## src/rtl/alu_uart_host.sv

```systemverilog
// Host-side initiator for the UART ALU link: sends a 12-byte 8N1 request for one command,
// then collects the 4-byte little-endian result with timeout and framing-error reporting.
module alu_uart_host #(
    parameter int CLKS_PER_BIT   = 521,
    parameter int TIMEOUT_CYCLES = 600000
) (
    input  logic        clk_i,
    input  logic        rst_ni,
    input  logic        cmd_valid_i,
    output logic        cmd_ready_o,
    input  logic [7:0]  cmd_op_i,
    input  logic [31:0] cmd_a_i,
    input  logic [31:0] cmd_b_i,
    output logic        rsp_valid_o,
    input  logic        rsp_ready_i,
    output logic [31:0] rsp_data_o,
    output logic [1:0]  rsp_status_o,
    output logic        busy_o,
    output logic        txd_o,
    input  logic        rxd_i
);
    localparam int CW   = $clog2(CLKS_PER_BIT);
    localparam int HALF = CLKS_PER_BIT / 2;
    localparam int TW   = $clog2(TIMEOUT_CYCLES + 1);

    typedef enum logic [1:0] {IDLE, SEND, WAIT_RSP, DONE} state_t;
    state_t state, state_nxt;

    logic [7:0]    op_q;
    logic [31:0]   a_q, b_q;
    logic          txd_q;
    logic [CW-1:0] tx_cnt;
    logic [3:0]    tx_bit;
    logic [3:0]    tx_idx;
    logic [7:0]    tx_byte;
    logic          tx_tick, tx_last;

    logic          rx_meta, rx_sync, rx_prev;
    logic          rx_active, rx_due, rx_done, rx_ferr;
    logic [CW-1:0] rx_cnt;
    logic [3:0]    rx_bit;
    logic [7:0]    rx_shift;

    logic [TW-1:0] rsp_cnt;
    logic [1:0]    rsp_idx;
    logic          timeout;

    assign tx_tick = (tx_cnt == CW'(CLKS_PER_BIT - 1));
    assign tx_last = tx_tick && (tx_bit == 4'd9) && (tx_idx == 4'd11);
    // Counter holds cycles already spent, so DONE lands exactly TIMEOUT_CYCLES after entry.
    assign timeout = (rsp_cnt == TW'(TIMEOUT_CYCLES - 1));

    always_comb begin
        tx_byte = 8'h00;
        case (tx_idx)
            4'd0:    tx_byte = op_q;
            4'd2:    tx_byte = 8'h0C;
            4'd4:    tx_byte = a_q[7:0];
            4'd5:    tx_byte = a_q[15:8];
            4'd6:    tx_byte = a_q[23:16];
            4'd7:    tx_byte = a_q[31:24];
            4'd8:    tx_byte = b_q[7:0];
            4'd9:    tx_byte = b_q[15:8];
            4'd10:   tx_byte = b_q[23:16];
            4'd11:   tx_byte = b_q[31:24];
            default: tx_byte = 8'h00;
        endcase
    end

    always_ff @(posedge clk_i or negedge rst_ni) begin
        if (!rst_ni) state <= IDLE;
        else         state <= state_nxt;
    end

    always_comb begin
        state_nxt = state;
        case (state)
            IDLE:     if (cmd_valid_i) state_nxt = SEND;
            SEND:     if (tx_last) state_nxt = WAIT_RSP;
            WAIT_RSP: begin
                if ((rx_done && rsp_idx == 2'd3) || rx_ferr || timeout) state_nxt = DONE;
            end
            DONE:     if (rsp_ready_i) state_nxt = IDLE;
            default:  state_nxt = IDLE;
        endcase
    end

    always_ff @(posedge clk_i or negedge rst_ni) begin
        if (!rst_ni) begin
            op_q         <= '0;
            a_q          <= '0;
            b_q          <= '0;
            txd_q        <= 1'b1;
            tx_cnt       <= '0;
            tx_bit       <= '0;
            tx_idx       <= '0;
            rsp_cnt      <= '0;
            rsp_idx      <= '0;
            rsp_data_o   <= '0;
            rsp_status_o <= '0;
        end else begin
            case (state)
                IDLE: if (cmd_valid_i) begin
                    op_q   <= cmd_op_i;
                    a_q    <= cmd_a_i;
                    b_q    <= cmd_b_i;
                    txd_q  <= 1'b0;
                    tx_cnt <= '0;
                    tx_bit <= '0;
                    tx_idx <= '0;
                end
                SEND: if (tx_tick) begin
                    tx_cnt <= '0;
                    if (tx_bit == 4'd9) begin
                        if (tx_idx == 4'd11) begin
                            rsp_cnt      <= '0;
                            rsp_idx      <= '0;
                            rsp_data_o   <= '0;
                            rsp_status_o <= 2'b00;
                        end else begin
                            tx_idx <= tx_idx + 4'd1;
                            tx_bit <= '0;
                            txd_q  <= 1'b0;
                        end
                    end else begin
                        tx_bit <= tx_bit + 4'd1;
                        txd_q  <= (tx_bit == 4'd8) ? 1'b1 : tx_byte[tx_bit[2:0]];
                    end
                end else begin
                    tx_cnt <= tx_cnt + 1'b1;
                end
                WAIT_RSP: begin
                    rsp_cnt <= rsp_cnt + 1'b1;
                    // Last byte beats a coincident timeout.
                    if (rx_done && rsp_idx == 2'd3) begin
                        rsp_data_o[31:24] <= rx_shift;
                        rsp_status_o      <= 2'b00;
                    end else if (rx_ferr) begin
                        rsp_status_o <= 2'b10;
                    end else if (timeout) begin
                        rsp_data_o   <= '0;
                        rsp_status_o <= 2'b01;
                    end else if (rx_done) begin
                        rsp_data_o[{rsp_idx, 3'b000} +: 8] <= rx_shift;
                        rsp_idx <= rsp_idx + 2'd1;
                    end
                end
                default: ;
            endcase
        end
    end

    // Receiver runs in every state; only WAIT_RSP consumes its output pulses.
    assign rx_due = (rx_cnt == ((rx_bit == 4'd0) ? CW'(HALF - 1) : CW'(CLKS_PER_BIT - 1)));

    always_ff @(posedge clk_i or negedge rst_ni) begin
        if (!rst_ni) begin
            rx_meta   <= 1'b1;
            rx_sync   <= 1'b1;
            rx_prev   <= 1'b1;
            rx_active <= 1'b0;
            rx_cnt    <= '0;
            rx_bit    <= '0;
            rx_shift  <= '0;
            rx_done   <= 1'b0;
            rx_ferr   <= 1'b0;
        end else begin
            rx_meta <= rxd_i;
            rx_sync <= rx_meta;
            rx_prev <= rx_sync;
            rx_done <= 1'b0;
            rx_ferr <= 1'b0;
            if (!rx_active) begin
                if (rx_prev && !rx_sync) begin
                    rx_active <= 1'b1;
                    rx_cnt    <= '0;
                    rx_bit    <= '0;
                end
            end else if (rx_due) begin
                rx_cnt <= '0;
                if (rx_bit == 4'd0) begin
                    if (rx_sync) rx_active <= 1'b0;
                    else         rx_bit    <= 4'd1;
                end else if (rx_bit == 4'd9) begin
                    rx_active <= 1'b0;
                    rx_done   <= rx_sync;
                    rx_ferr   <= !rx_sync;
                end else begin
                    rx_shift <= {rx_sync, rx_shift[7:1]};
                    rx_bit   <= rx_bit + 4'd1;
                end
            end else begin
                rx_cnt <= rx_cnt + 1'b1;
            end
        end
    end

    assign txd_o       = txd_q;
    assign cmd_ready_o = (state == IDLE);
    assign busy_o      = (state != IDLE);
    assign rsp_valid_o = (state == DONE);

endmodule
```

## config.mk

```make
export PLATFORM = sky130hd
export DESIGN_NAME = alu_uart_host
export DESIGN_NICKNAME = d
export VERILOG_FILES = /design/src/rtl/alu_uart_host.sv
export SDC_FILE = /design/constraint.sdc
export NUM_CORES = 1
export LEC_CHECK = 0
export ABC_CLOCK_PERIOD_IN_PS = 4300
export CAP_MARGIN = 25
export CORE_MARGIN = 2
export CORE_UTILIZATION = 30
export DETAILED_ROUTE_END_ITERATION = 16
export GPL_TIMING_DRIVEN = 0
export PLACE_DENSITY = 0.55
export SLEW_MARGIN = 25
export SYNTH_ARGS = -nofsm -noshare
export SYNTH_HDL_FRONTEND = slang
export SYNTH_SLANG_ARGS = --single-unit
```

## constraint.sdc

```tcl
create_clock -name clk_i -period 4.3 [get_ports clk_i]
set_input_delay 0.86 -clock clk_i [delete_from_list [all_inputs] [get_ports clk_i]]
set_output_delay 0.86 -clock clk_i [all_outputs]
set_load 0.01 [all_outputs]
```

**Word level (Yosys, flattened, before mapping)**

Cells that the tools add are included.

- Add/sub/neg operators: 8
- Magnitude comparators: 1
- Equality and inequality tests: 39
- Shifts and indexed selects: 2
- Mux-type cells: 76
- Bitwise logic cells: 2
- Reductions and logical operators: 26

Operators with widths:

| cell | number |
|---|---|
| two-way mux 32 bit | 6 |
| case mux 8 bit (10 select lines) | 1 |
| case mux 32 bit (2 select lines) | 1 |
| two-way mux 10 bit | 6 |
| two-way mux 20 bit | 3 |
| two-way mux 4 bit | 13 |
| case mux 20 bit (2 select lines) | 1 |
| bitwise mux 32 bit | 1 |
| variable shift 8 x 7 -> 32 bit (first input constant) | 1 |
| variable part select 8 x 7 -> 32 bit | 1 |
| equality test 4 bit (second input constant) | 7 |
| two-way mux 2 bit | 14 |
| two-way mux 24 bit | 1 |
| != test 2 bit (second input constant) | 11 |
| adder 10 x 1 -> 10 bit (second input constant) | 2 |
| adder 20 x 1 -> 20 bit (second input constant) | 1 |
| equality test 20 bit (second input constant) | 1 |
| two-way mux 1 bit | 20 |
| case mux 10 bit (2 select lines) | 1 |
| AND reduction 4 bit | 5 |
| equality test 4 x 3 -> 1 bit (second input constant) | 4 |
| case mux 4 bit (2 select lines) | 2 |
| != test 3 bit (second input constant) | 5 |
| adder 4 x 1 -> 4 bit (second input constant) | 3 |
| 27 further kinds | 43 |

- Bits in registers: 177
- Bits of input ports: 77
- Output and inout bits: 38
- Word-level logic and storage cells: 176

**Logic depth before layout (Yosys ltp)**

- Depth in word-level cells: 8
- Depth in mapped cells: 11
- Gate-level depth less buffers: 8

**Least setup slack after synthesis**

Ideal clock, no wire load.

- Path kind: register to register
- From: reg rx_bit[0]
- To: reg rx_shift[0]
- Setup time: 0.125 ns
- Arrival time: 2.486 ns
- Required time: 4.175 ns
- Setup slack: 1.689 ns
- Stages on the path, launching flop included: 9
- Path buffers: 0
- Period minus slack after synthesis: 2.611 ns
- Path through: dfrtp_1 inv_1 ha_1 or3b_4 or3_4 a211o_1 or2_4 nor2_8 mux2_4

- Word-level cells in the longest chain between the ends: 4
- Elaborated cells on any way between the ends: 7
- Those cells by class: 2 x eq/ne; 1 x mux; 2 x bitwise; 2 x reduce/logical

RTL lines:

| item | line | text |
|---|---|---|
| start, declared | 41 | `logic [3:0] rx_bit;` |
| start signal, assigned | 190 | `rx_bit <= rx_bit + 4'd1;` |
| zero test 4 bit | 154, 181 |  |
| two-way mux 10 bit | 154 | `assign rx_due = (rx_cnt == ((rx_bit == 4'd0) ? CW'(HALF - 1) : CW'(CLKS_PER_BIT - 1)));` |
| equality test 10 bit | 154 |  |
| AND reduction 4 bit (no source line) (*) | - |  |
| end signal, assigned | 189 | `rx_shift <= {rx_sync, rx_shift[7:1]};` |
| end, declared | 42 | `logic [7:0] rx_shift;` |

Mark *: on every way between the ends. The rest lies on a longest branch, timed or not.
A chain may end at the register's enable or synchronous reset.

**Worst setup path after layout**

- From: reg tx_idx[1]
- To: reg rsp_data_o[7]

- Word-level cells in the longest chain between the ends: 3

RTL lines:

| item | line | text |
|---|---|---|
| start, declared | 34 | `logic [3:0] tx_idx;` |
| start signal, assigned | 121 | `tx_idx <= tx_idx + 4'd1;` |
| equality test 4 bit | 115 | `if (tx_idx == 4'd11) begin` |
| != test 2 bit (no source line) | - |  |
| AND reduction 7 bit (no source line) | - |  |
| end signal, assigned by index | 144 | `rsp_data_o[{rsp_idx, 3'b000} +: 8] <= rx_shift;` |
| end, declared | 16 | `output logic [31:0] rsp_data_o,` |

No other way between the ends.

==> flow_summary_export.csv <==
group,metric,value,unit
route,vias_per_cell,5.05,
floorplan,die_y,173,um
route,drt-total-wl,22500,um
final_layout,antennaDiodeCount,0,
final_layout,layout_common_cells,"173 x dfrtp_1, 113 x clkdlybuf4s50_1, 74 x mux2_2",
timing,finClkSkew,18.6,ps
critical_path,critical_path_class,"flop to flop",
pwr,sw_frac_of_total,36.8,%
floorplan,die_area,30000,um2
pwr,power_frac_seq,39.2,%
synth,synth_cell_type_count,68,
global_route,antenna_found_initial,1,
global_route,grt_pass1_vias,6569,
global_route,grt_usage,15.5,%
synth,synth_seq_cells,177,
timing,min_period_over_period,75.0,%
synth,syn-num-nets,855,
worst_hold_path,hold_path_class,"flop to flop",
floorplan,io_pins,115,
critical_path,path_cells,"ha_1 > clkbuf_1 > nand4_1 > o21ai_1 > buf_2 > buf_1 > o21ai_1 > a22o_1",
synth,ys.flop_type,"dfrtp_1",
pwr,p_int,3.81,mW
critical_path,crit_buf_inv,3,
clocking,cts_tree,"built",
synth,synthCells,759,
route,wl_met2,10700,um
synth,syn_area_per_cell,11.3,um2
placement,dp_hpwl,16100,um
critical_path,r2r_start,"tx_idx[1]",
timing,rsz0062_at_grt,"no",
route,routed-via-count,6490,
timing,max-slew-margin-rel,36.4,%
placement,port_buffers,114,
synth,ys_seq_area_share,51.6,%
synth,yosysWarnings,0,
worst_hold_path,min_path_cells,0,
critical_path,r2r_cells,8,
floorplan,fp.dieW,173,um
final_layout,drive_gt1_share,15.4,%
placement,place_congestion,0.780,
global_route,grt_pass1_wl,37100,um
clocking,clk_pin_slew,80,ps
final_layout,final_common_cell,"dfrtp_1",
clocking,cts_hold_buf,0,
critical_path,worst_path_largest_cell_delay,540,ps
timing,worst_slack,1070,ps
pwr,p_per_area,554,nW/um2
route,wire_per_inst,17.5,um
global_route,grt-ovfl-total,0,
synth,synth_area_leaders,"dfrtp_1 50%, mux2_2 9.7%, a22o_1 5.2%, ha_1 2.8%, o21ai_0 2.6%",
timing,tightest_slew,945,ps
synth,synth_edf_count,0,
final_layout,final_util,38.9,%
timing,final-hold-violation-count,0,
flow_run,drv_cap,0,
synth,synthArstFlopShare,100,%
timing,setup_viol,0,
route,highest_layer,"met4",
pwr,clock_power_share,27.1,%
timing,slew_violations,0,
clocking,cts_root_buf,"clkbuf_16",
route,drt-initial-drc-count,557,
timing,max_freq,310,MHz
final_layout,finalNetCount,990,
critical_path,worstPathMaxFanout,10,
run_status,status,"finished clean",
clocking,clockBufferDepth,2,
route,wl_met3,871,um
critical_path,startpoint_type,"flop",
pwr,power_switching,2.22,mW
floorplan,start_util,30.7,%
critical_path,cp_common_cell,"o21ai_1",
final_layout,synthToLayoutAreaGrowth,26.8,%
clocking,cts_setup_buffers,0,
pwr,p_comb_share,33.7,%
clocking,cts_buffers,17,
route,drtPass1Iterations,5,
synth,yosysTopAreaCell,"dfrtp_1",
placement,pre_cts_ws,1000,ps
route,wl_met1,10700,um
floorplan,floorplan.core_area,28000,um2
pwr,cellLeakagePower,4.62,nW
route,drc,0,
synth,netlist_area,8590,um2
critical_path,required,4620,ps
pwr,peakVddDrop,0.000285,V
floorplan,num_rows,61,
clocking,cts.htree.levels,4,
critical_path,crit_family,"buffers and inverters",
global_route,grt_max_degree,90,
clocking,clock_sinks,177,
critical_path,slowest_stage,"clkbuf_1",
timing,fin_setup_tns,0,ps
clocking,clkLatencyLatePin,440,ps
worst_hold_path,holdPathEnd,"rx_sync",
timing,min_period,3230,ps
pwr,power,6.03,mW
clocking,cts_resized,0,
critical_path,rr_endpoint,"rsp_data_o[7]",
route,antenna_left,0,
synth,yosysTopAreaCellShare,50.4,%
critical_path,crit_arrival,3550,ps
critical_path,end_kind,"flop",
worst_hold_path,min_from,"rx_meta",
critical_path,ff2ff_setup_slack,1070,ps
metal layers:
| layer | vias to the layer above | track usage [%] |
|---|---|---|
| li1 | 3067 | - |
| met1 | 3287 | 22.0 |
| met2 | 118 | 24.6 |
| met3 | 18 | 2.53 |
| met4 | 0 | 4.03 |
| met5 | - | 0 |
cells in the mapped netlist, types with 6 or more instances:
cell,instances
a21o_1,9
a21oi_1,20
a222oi_1,6
a22o_1,51
a22oi_1,13
and3_1,11
clkbuf_1,27
dfrtp_1,173
ha_1,19
inv_1,24
mux2_2,74
mux2_4,8
mux2i_1,11
nand2_1,49
nand2b_1,8
nand3_1,29
nand3b_1,6
nand4_1,13
nor2_1,37
nor2b_1,7
nor3_1,13
nor3b_1,9
o21ai_0,44
xor2_1,11
power groups by stage:
| stage | sequential, mW | clock, mW | combinational (mW) |
|---|---|---|---|
| after global routing | 2.43 | 1.75 | 2.24 |
| after detailed placement | 2.40 | 0 | 2.03 |
| after global placement | 2.39 | 0 | 2.01 |
| final | 2.37 | 1.63 | 2.03 |
| after CTS | 2.37 | 1.67 | 2.04 |
| after floorplan | 2.31 | 0 | 1.41 |
metrics by stage:
step / area [um2] / hold slack (ps) / cells
5_1_grt: 10900 / 369 / 1285
6_report: 10900 / 360 / 1285
2_1_floorplan: 8590 / 345 / 759
4_1_cts: 10900 / 360 / 1285
3_3_place_gp: 10200 / 346 / 1251
3_5_place_dp: 10300 / 347 / 1253
sequential cells by signal (all words and copies together) (netlist names):
register / count
txd_o: 1
rx_prev: 1
state: 2
b_q: 32
a_q: 32
rx_sync: 1
rsp_idx: 2
op_q: 8
rsp_cnt: 20
rx_cnt: 10
rsp_status_o: 2
rx_active: 1
tx_cnt: 10
tx_bit: 4
rsp_data_o: 32
rx_done: 1
rx_shift: 8
rx_meta: 1
tx_idx: 4
rx_bit: 4
rx_ferr: 1
worst max-delay path by stage:
| stage | start | endpoint | slack, ps | depth (start not counted) |
|---|---|---|---|---|
| 6_report | tx_idx[1] | rsp_data_o[7] | 1070 | 8 |
| 5_1_grt | tx_idx[0] | rsp_data_o[1] | 730 | 8 |
| 4_1_cts | tx_idx[1] | rsp_data_o[5] | 1000 | 8 |
| 3_5_place_dp | tx_idx[1] | rsp_data_o[5] | 1000 | 8 |
| 3_3_place_gp | rst_ni | rsp_cnt[9] | -5290 | 1 |
| 2_1_floorplan | rx_bit[0] | rx_shift[0] | 1690 | 8 |
worst reg2reg max path: stages, from the launching register on:
cell      delay [ps]
dfrtp_1          420
ha_1             170
clkbuf_1         540
nand4_1          250
o21ai_1          260
buf_2            270
buf_1            440
o21ai_1          420
a22o_1           340
cell families after synthesis:
group	count (synthesis)	share of synthesized area (%)
buffers and inverters	59	2.71
DFF	177	51.6
xor gates and xnor gates	14	1.43
AOI/OAI and AO/OA	181	15.2
adders and majority gates	19	2.77
muxes	93	12.4
and+or+nand+nor	216	13.9
layout make-up:
type / count / area [um2]
fillers: 2740 / 17100
flip-flops and latches: 177 / 4430
multi-input cells: 523 / 3920
repair buffers: 116 / 1200
well taps: 378 / 473
clock buffers: 17 / 425
clock inverters: 15 / 203
plain buffers: 35 / 143
inverters: 24 / 90.1
Note: power is estimated with default switching activity, not from simulation.
